$ cat src/rtl/fma_pkg.sv
// Shared FP16 field layout, canonical quiet-NaN constant and sequencer state encoding.
package fma_pkg;

  localparam int FP_W   = 16;
  localparam int EXP_W  = 5;
  localparam int MANT_W = 10;
  localparam int MAG_W  = FP_W - 1;

  localparam logic [EXP_W-1:0] EXP_MAX = 5'h1F;
  localparam logic [FP_W-1:0]  QNAN    = 16'h7E00;

  typedef enum logic [2:0] {
    IDLE = 3'd0,
    MUL  = 3'd1,
    ADD  = 3'd2,
    RND  = 3'd3,
    OUT  = 3'd4
  } state_e;

endpackage

$ cat src/rtl/fma_operand_classifier.sv
// Combinational FP16 operand classifier: flags Inf/NaN operands and a zero product.
module fma_operand_classifier
  import fma_pkg::*;
(
  input  logic [MAG_W-1:0] a_mag,
  input  logic [MAG_W-1:0] b_mag,
  input  logic [EXP_W-1:0] c_exp,
  output logic             special,
  output logic             zprod
);

  logic a_special;
  logic b_special;
  logic c_special;

  assign a_special = (a_mag[MAG_W-1 -: EXP_W] == EXP_MAX);
  assign b_special = (b_mag[MAG_W-1 -: EXP_W] == EXP_MAX);
  assign c_special = (c_exp == EXP_MAX);

  // Sign is ignored so that -0 also short-circuits the multiplier.
  assign special = a_special | b_special | c_special;
  assign zprod   = (a_mag == '0) | (b_mag == '0);

endmodule

$ cat src/rtl/fma_sequencer.sv
// Control sequencer for a three-stage FP16 fused multiply-add (a*b+c).
// Optional per-stage watchdog is compiled in when FMA_SEQ_TIMEOUT_EN is defined.
module fma_sequencer
  import fma_pkg::*;
#(
  parameter int STAGE_TIMEOUT = 15
) (
  input  logic              clk,
  input  logic              rst_n,
  input  logic              in_valid,
  output logic              in_ready,
  input  logic [FP_W-1:0]   op_a,
  input  logic [FP_W-1:0]   op_b,
  input  logic [FP_W-1:0]   op_c,
  output logic              mul_start,
  input  logic              mul_done,
  output logic              add_start,
  input  logic              add_done,
  output logic              rounder_start,
  input  logic              rounder_done,
  output logic              fma_byp,
  input  logic              rnd_sign,
  input  logic [EXP_W-1:0]  rnd_exp,
  input  logic [MANT_W-1:0] rnd_mant,
  output logic              out_valid,
  input  logic              out_ready,
  output logic [FP_W-1:0]   result,
  output logic              busy,
  output logic              timeout_err
);

  state_e          state;
  state_e          next_state;
  logic            stage_first;
  logic            accept;
  logic            special;
  logic            zprod;
  logic            stage_wait;
  logic            timeout_hit;
  logic [FP_W-1:0] a_q;
  logic [FP_W-1:0] b_q;
  logic [FP_W-1:0] c_q;
  logic [FP_W-1:0] a_d;
  logic [FP_W-1:0] b_d;
  logic [FP_W-1:0] c_d;

  assign accept = in_valid & in_ready;

  // The classifier looks at the operand registers' next value so the
  // routing decision is available on the accept edge itself.
  assign a_d = accept ? op_a : a_q;
  assign b_d = accept ? op_b : b_q;
  assign c_d = accept ? op_c : c_q;

  fma_operand_classifier u_classify (
    .a_mag   (a_d[MAG_W-1:0]),
    .b_mag   (b_d[MAG_W-1:0]),
    .c_exp   (c_d[MAG_W-1 -: EXP_W]),
    .special (special),
    .zprod   (zprod)
  );

  assign stage_wait = ((state == MUL) & ~mul_done)
                    | ((state == ADD) & ~add_done)
                    | ((state == RND) & ~rounder_done);

  always_ff @(posedge clk or negedge rst_n) begin
    if (!rst_n) begin
      state <= IDLE;
    end else begin
      state <= next_state;
    end
  end

  always_comb begin
    next_state = state;
    case (state)
      IDLE: begin
        if (accept) begin
          if (special) begin
            next_state = OUT;
          end else if (zprod) begin
            next_state = RND;
          end else begin
            next_state = MUL;
          end
        end
      end
      MUL: begin
        if (mul_done) begin
          next_state = ADD;
        end else if (timeout_hit) begin
          next_state = OUT;
        end
      end
      ADD: begin
        if (add_done) begin
          next_state = RND;
        end else if (timeout_hit) begin
          next_state = OUT;
        end
      end
      RND: begin
        if (rounder_done || timeout_hit) begin
          next_state = OUT;
        end
      end
      OUT: begin
        if (out_ready) begin
          next_state = IDLE;
        end
      end
      default: next_state = IDLE;
    endcase
  end

  // Start strobes fire only on the first cycle of each stage.
  assign mul_start     = (state == MUL) & stage_first;
  assign add_start     = (state == ADD) & stage_first;
  assign rounder_start = (state == RND) & stage_first;
  assign in_ready      = (state == IDLE);
  assign busy          = (state != IDLE);
  assign out_valid     = (state == OUT);

  always_ff @(posedge clk or negedge rst_n) begin
    if (!rst_n) begin
      stage_first <= 1'b0;
      fma_byp     <= 1'b0;
      result      <= '0;
      a_q         <= '0;
      b_q         <= '0;
      c_q         <= '0;
    end else begin
      stage_first <= (next_state != state);
      a_q         <= a_d;
      b_q         <= b_d;
      c_q         <= c_d;
      if (accept) begin
        fma_byp <= zprod & ~special;
      end else if (out_valid && out_ready) begin
        fma_byp <= 1'b0;
      end
      if (accept && special) begin
        result <= QNAN;
      end else if ((state == RND) && rounder_done) begin
        result <= {rnd_sign, rnd_exp, rnd_mant};
      end else if (timeout_hit) begin
        result <= QNAN;
      end
    end
  end

`ifdef FMA_SEQ_TIMEOUT_EN
  localparam int CNT_W = $clog2(STAGE_TIMEOUT + 1);

  logic [CNT_W-1:0] stage_cnt;

  // The hit fires on the STAGE_TIMEOUT-th consecutive cycle without done.
  assign timeout_hit = stage_wait && (stage_cnt == CNT_W'(STAGE_TIMEOUT - 1));

  always_ff @(posedge clk or negedge rst_n) begin
    if (!rst_n) begin
      stage_cnt   <= '0;
      timeout_err <= 1'b0;
    end else begin
      if (next_state != state) begin
        stage_cnt <= '0;
      end else if (stage_wait) begin
        stage_cnt <= stage_cnt + CNT_W'(1);
      end
      if (timeout_hit) begin
        timeout_err <= 1'b1;
      end
    end
  end
`else
  logic unused_timeout;

  assign timeout_hit    = 1'b0;
  assign timeout_err    = 1'b0;
  assign unused_timeout = (STAGE_TIMEOUT != 0) | stage_wait;
`endif

endmodule

$ cat config.mk
export PLATFORM = sky130hd
export DESIGN_NAME = fma_sequencer
export DESIGN_NICKNAME = d
export VERILOG_FILES = /design/src/rtl/fma_pkg.sv /design/src/rtl/fma_operand_classifier.sv /design/src/rtl/fma_sequencer.sv
export SDC_FILE = /design/constraint.sdc
export NUM_CORES = 1
export LEC_CHECK = 0
export CAP_MARGIN = 20
export CELL_PAD_IN_SITES_DETAIL_PLACEMENT = 0
export CELL_PAD_IN_SITES_GLOBAL_PLACEMENT = 2
export CORE_UTILIZATION = 16
export CTS_BUF_LIST = sky130_fd_sc_hd__clkbuf_4 sky130_fd_sc_hd__clkbuf_8 sky130_fd_sc_hd__clkbuf_16
export DETAILED_ROUTE_END_ITERATION = 10
export HOLD_SLACK_MARGIN = 0.03
export PLACE_DENSITY = 0.75
export SLEW_MARGIN = 40
export SYNTH_ARGS = -nofsm -noshare
export SYNTH_HDL_FRONTEND = slang
export SYNTH_SLANG_ARGS = --single-unit
$ cat constraint.sdc
create_clock -name clk -period 2 [get_ports clk]
set_input_delay 0.4 -clock clk [delete_from_list [all_inputs] [get_ports clk]]
set_output_delay 0.4 -clock clk [all_outputs]
set_load 0.1 [all_outputs]
==> impl_metrics.tcl, run 1 <==
set metrics [dict create \
    status "finished clean" \
    slew_violations 0 \
    crit_path_end_kind "output port" \
    final.setup.tns_ns 0 \
    antenna_cells 0 \
    final_layout_size_suffix_gt1_share_pct 21.3 \
    drcViolationCount 0 \
    dp_hpwl_um 2720 \
    ir_drop_mv 0.662 \
    start_util_pct 16.6 \
    path_cells "or3_4, clkinvlp_4, buf_12" \
    hp-class "primary input to async pin" \
    syn-mean-instance-area_um2 9.03 \
    io_pins 95 \
    layout_min_cycle_time_ns 1.82 \
    synth_cells 134 \
    path_max_fanout 8 \
    timing.fmax_mhz 549 \
    synth_cell_type_count 34 \
    cts_root_buffer "clkbuf_8" \
    layout.cells.non_filler 315 \
    total_power_mw 3.70 \
    vias_per_cell 3.97 \
    critPathKind "flip-flop to output port" \
    synth-seq-cells 22 \
    drv_cap 0 \
    cts-buffers-inserted 3 \
    synth_compound_area_share_pct 12.8 \
    drtPass1Iterations 3 \
    place_ws_ns 0.0658 \
    hold_viol 0 \
    track_usage_pct 9.26 \
    synth_top_family_by_area "simple AND/OR/NAND/NOR gates" \
    critical_path_arrival_ns 1.42 \
    cpPeakStageDelay_ns 0.48 \
    area_growth_pct 84.6 \
    rsz0062_at_grt "no" \
    p_switching_mw 2.15 \
    layout.nets 288 \
    clock-sinks 22 \
    synth_adder_area_share_pct 0 \
    ys_seq_area_share_pct 45.5 \
    reg2reg_depth 6 \
    drt_iter0_markers 57 \
    insertion_delay_ns 0.26 \
    io_buffers 80 \
    power.share.clock_pct 8.7 \
    antenna_found_initial 0 \
    vias 1250 \
    grt_max_degree 23 \
    crit_start "state[1]" \
    swShare_pct 58.1 \
    setup_ws_ns 0.177 \
    cts_max_path_buffers 2 \
    wl_per_cell_um 11.0 \
    grt_first_pass_wirelength_um 5700 \
    final_antenna_net_count 0 \
    fp.dieW_um 89.0 \
    nFillCells 827 \
    regToRegStartpoint "state[2]" \
    cts_tree "built" \
    cp_data_required_time_ns 1.60 \
    netlist_area_um2 1210 \
    grt_pass1_vias 1280 \
    synthSimpleGateAreaFrac_pct 31.9 \
    critical-path-slowest-cell "dfrtp_2" \
    overflow 0 \
    drt-total-wl_um 3450 \
    postLayoutCoreUtil_pct 30.6 \
    synth_xor_area_share_pct 0 \
    gp_congestion 0.627 \
    combPwrFrac_pct 70.0 \
    regArea_um2 554 \
    seq_power_share_pct 21.4 \
    power_density_nw_per_um2 1660 \
    die_h_um 89.0 \
    muxShareOfSynthArea_pct 0.827 \
    clock_skew_ns 0.00226 \
    cp-start-kind "flip-flop" \
    syn_nets 205 \
    clk_pin_slew_ns 0.08 \
    setup_viol 0 \
    place_inst 308 \
    yosysWarnings 0 \
    p_leak_nw 0.933 \
    multi_input_area_um2 579 \
    fin_crit_sh_pct 91.1 \
    core_area_um2 7290 \
    internal-power_mw 1.55 \
    die-area_um2 7910 \
    cts.htree.levels 1 \
    row_count 31 \
]
==> stage by stage <==
stage,hold slack (ns),instance area (um2)
floorplan,0.104,1230
global placement,0.488,2150
detailed placement,0.496,2150
CTS,0.494,2220
global route,0.529,2230
finish,0.488,2230
==> state kept, by name, summed over array words and instances, names as in the netlist <==
| signal | flops |
|---|---|
| result | 16 |
| stage_first | 1 |
| state | 3 |
| a_q | 1 |
| fma_byp | 1 |
==> Yosys cell counts, drive strengths merged <==
cell / n / area [um2]
nor3: 1 / 5.00
nor2: 5 / 18.8
o21a: 1 / 7.51
nor2b: 1 / 6.26
nor3b: 2 / 15.0
nand2b: 1 / 6.26
inv: 7 / 26.3
a22oi: 2 / 15.0
and4: 2 / 17.5
buf: 10 / 78.8
o21ai: 3 / 15.0
conb: 1 / 3.75
nor4b: 2 / 32.5
a21oi: 12 / 63.8
a32oi: 1 / 8.76
and2b: 1 / 7.51
nand3b: 6 / 45.0
o22ai: 1 / 6.26
a31oi: 1 / 21.3
nor4: 6 / 37.5
and3: 3 / 18.8
nand2: 34 / 128
mux2i: 1 / 10.0
dfrtp: 22 / 551
or3: 1 / 6.26
nand4: 1 / 21.3
nand3: 4 / 20.0
a211o: 2 / 17.5
==> timing repair <==
| item | 4_1_cts | 5_1_grt |
|---|---|---|
| gates resized for setup | 3 | 1 |
| setup endpoints to repair | 1 | 1 |
| pin swaps | 0 | 0 |
| hold buffers | 0 | 0 |
| setup buffers | 2 | 1 |
| cloned | 0 | 0 |
==> critical path: cells and delay by family, from the launching register on <==
family	cells	cell delay [ns]
simple gates	1	0.42
flops	1	0.48
buf+inv	2	0.26
==> layer usage <==
metal  track usage [%]  share of wire, %  up-vias
li1                  -                 -      623
met1              11.0                43      569
met2              16.9                49       56
met3              1.39               6.6        2
met4              3.46               1.2        0
met5                 0                 0        -
==> power groups by stage <==
stage	Sequential (mW)	Clock [mW]	Combinational [mW]
2_1_floorplan	1.78	0	0.931
3_3_place_gp	0.810	0	2.54
3_5_place_dp	0.818	0	2.55
4_1_cts	0.804	0.342	2.58
5_1_grt	0.823	0.349	2.71
6_report	0.791	0.320	2.59
==> final timing paths <==
| kind | to | slack [ns] |
|---|---|---|
| max | in_ready | 0.18 |
| min | result[6] | 0.49 |
| max reg2reg | result[12] | 0.36 |
| min reg2reg | result[12] | 0.51 |
| max in group asynchronous | state[2] | 1.26 |
| min in group clk | result[12] | 0.51 |
==> final cells by class <==
class | count | share of cell area (%)
repair buffers | 88 | 39.9
multi-input cells | 95 | 25.9
flip-flops and latches | 22 | 24.8
well taps | 99 | 5.55
clock buffers | 4 | 2.46
inverters | 7 | 1.34
==> cell usage in the layout (no fill, tap or decap), types with 2 or more instances in the layout <==
cell type	netlist	layout
inv_1	7	6
o21ai_0	2	2
buf_4	5	24
nor4_1	6	6
dfrtp_2	0	3
a211o_1	2	2
nor4b_4	1	2
nand2_1	34	34
nor2_1	5	5
a21oi_1	11	11
nand3_1	4	4
and3_1	3	3
clkdlybuf4s50_1	0	57
dfrtp_1	22	19
buf_12	0	7
clkbuf_8	0	4
nand3b_1	6	6
a22oi_1	2	2
and4_1	2	2
==> cell families after synthesis <==
group           Yosys count
simple gates             70
compound gates           23
flops                    22
buf+inv                  17
mux                       1
other cells               1
Note: power is estimated with default switching activity, not from simulation.
==> run 2: changes to the inputs <==
--- a/config.mk
+++ b/config.mk
@@ -13,7 +13,6 @@
 export DETAILED_ROUTE_END_ITERATION = 10
 export HOLD_SLACK_MARGIN = 0.03
 export PLACE_DENSITY = 0.75
-export SLEW_MARGIN = 40
 export SYNTH_ARGS = -nofsm -noshare
 export SYNTH_HDL_FRONTEND = slang
 export SYNTH_SLANG_ARGS = --single-unit
==> results of run 2 <==
Final layout, timing and power as in run 1 (identical DEF).
==> run 3: changes to the inputs <==
--- a/config.mk
+++ b/config.mk
@@ -12,7 +12,7 @@
 export CTS_BUF_LIST = sky130_fd_sc_hd__clkbuf_4 sky130_fd_sc_hd__clkbuf_8 sky130_fd_sc_hd__clkbuf_16
 export DETAILED_ROUTE_END_ITERATION = 10
 export HOLD_SLACK_MARGIN = 0.03
-export PLACE_DENSITY = 0.75
+export PLACE_DENSITY = 0.78
 export SYNTH_ARGS = -nofsm -noshare
 export SYNTH_HDL_FRONTEND = slang
 export SYNTH_SLANG_ARGS = --single-unit
==> run 3 against run 2 <==
Via count up 0.88%. Clock skew about the same. Routed wire length up 1.4%. Final area up 0.17%. Critical path depth unchanged. Sequential share of layout area about the same. Final cell count up 0.32%.
==> impl_metrics.tcl, run 3 (synthesized netlist as in run 1, its figures left out) <==
set metrics [dict create \
    top_register "result" \
    fin_area_um2 2240 \
    crit_start "state[0]" \
    cts_root_buffer "clkbuf_8" \
    clock-sinks 22 \
    fin_crit_sh_pct 97.1 \
    area_growth_pct 84.9 \
    regToRegStartpoint "state[1]" \
    critical_path_arrival_ns 1.54 \
    die-area_um2 7910 \
    drtPass1Iterations 4 \
    ir_drop_mv 0.419 \
    cp-start-kind "flip-flop" \
    slew_violations 0 \
    timing.fmax_mhz 515 \
    vias 1261 \
    wl_per_cell_um 11.1 \
    path_max_fanout 11 \
    final_common_cell "clkdlybuf4s50_1" \
    top_regs "result (16), state (3)" \
    critPathKind "flip-flop to output port" \
    drt-total-wl_um 3500 \
    io_buffers 80 \
    rsz0062_at_grt "no" \
    power_density_nw_per_um2 1660 \
    setup_viol 0 \
    io_pins 95 \
    gp_congestion 0.675 \
    cts_max_path_buffers 2 \
    cts_tree "built" \
    final.setup.tns_ns 0 \
    start_util_pct 16.6 \
    clock_skew_ns 0.00264 \
    dp_hpwl_um 2680 \
    hold_viol 0 \
    row_count 31 \
    nFillCells 806 \
    layout.cells.non_filler 316 \
    insertion_delay_ns 0.26 \
    grt_first_pass_wirelength_um 5720 \
    cts-buffers-inserted 3 \
    core_area_um2 7290 \
    p_leak_nw 0.938 \
    setup_ws_ns 0.0582 \
    largest_reg_flops 16 \
    place_ws_ns 0.0670 \
    track_usage_pct 9.49 \
    placed_area_um2 2150 \
    grt_pass1_vias 1299 \
    antenna_cells 0 \
    cp_data_required_time_ns 1.60 \
    grt_max_degree 23 \
    overflow 0 \
    final_antenna_net_count 0 \
    drt_iter0_markers 35 \
    place_inst 308 \
    layout.nets 289 \
    cts.htree.levels 1 \
    crit_path_end_kind "output port" \
    hp-class "primary input to async pin" \
    status "finished clean" \
    die_h_um 89.0 \
    clk_pin_slew_ns 0.08 \
    drv_cap 0 \
    final_layout_size_suffix_gt1_share_pct 21.7 \
    antenna_found_initial 0 \
    vias_per_cell 3.99 \
    drcViolationCount 0 \
    fp.dieW_um 89.0 \
    layout.cells.most_common_list "57 x clkdlybuf4s50_1, 34 x nand2_1, 25 x buf_4" \
    layout_min_cycle_time_ns 1.94 \
]
[run 3: cell types whose count changed in the layout (fill, tap and decap cells not counted)]
cell,previous run,this run
buf_4,24,25
or3_2,0,1
or3_4,1,0
[run 3: final cells by class]
type                            instances  area, um2  area share (%)
Tap cell                               99        124            5.54
Inverter                                7       30.0            1.34
Multi-Input combinational cell         95        576            25.7
Timing Repair Buffer                   89        898            40.2
Sequential cell                        22        554            24.8
Clock buffer                            4       55.1            2.46
[run 3: path summary, 6_finish.rpt]
path / to / slack [ns] / cells past startpoint
setup / recovery: in_ready / 0.06 / 3
hold / removal: result[7] / 0.49 / 2
setup reg to reg: result[9] / 0.32 / 6
hold reg to reg: result[11] / 0.50 / 2
max in group asynchronous: state[2] / 1.25 / 2
min in group clk: result[11] / 0.50 / 2
[run 3: what timing repair did]
item,4_1_cts,5_1_grt
hold buffers,0,0
gates resized for setup,3,0
setup buffers,4,0
setup endpoints to repair,1,0
[run 3: metal layers]
layer / wire [um] / vias to the layer above / GRT usage (%)
met2: 1800 / 53 / 17.7
met5: 0 / - / 0
met1: 1470 / 581 / 10.9
met3: 192 / 2 / 1.29
met4: 40 / 0 / 3.90
li1: - / 625 / -
[run 3: metrics by stage]
| stage | total power [mW] | hold slack [ns] | utilization, % |
|---|---|---|---|
| after floorplan | 2.71 | 0.104 | - |
| after global placement | 3.34 | 0.481 | 29.5 |
| after detailed placement | 3.36 | 0.489 | 29.5 |
| after CTS | 3.75 | 0.490 | 30.7 |
| after global routing | 3.89 | 0.503 | 30.7 |
| final | 3.70 | 0.489 | 30.7 |
[run 3: power breakdown]
group,internal (mW),switching [mW]
logic,0.737,1.88
clock network,0.175,0.144
registers,0.640,0.129
[run 3: critical path, cell delays in order (launching register included)]
cell and delay (ns):
dfrtp_2 0.50, or3_2 0.50, clkinvlp_4 0.12, buf_12 0.17
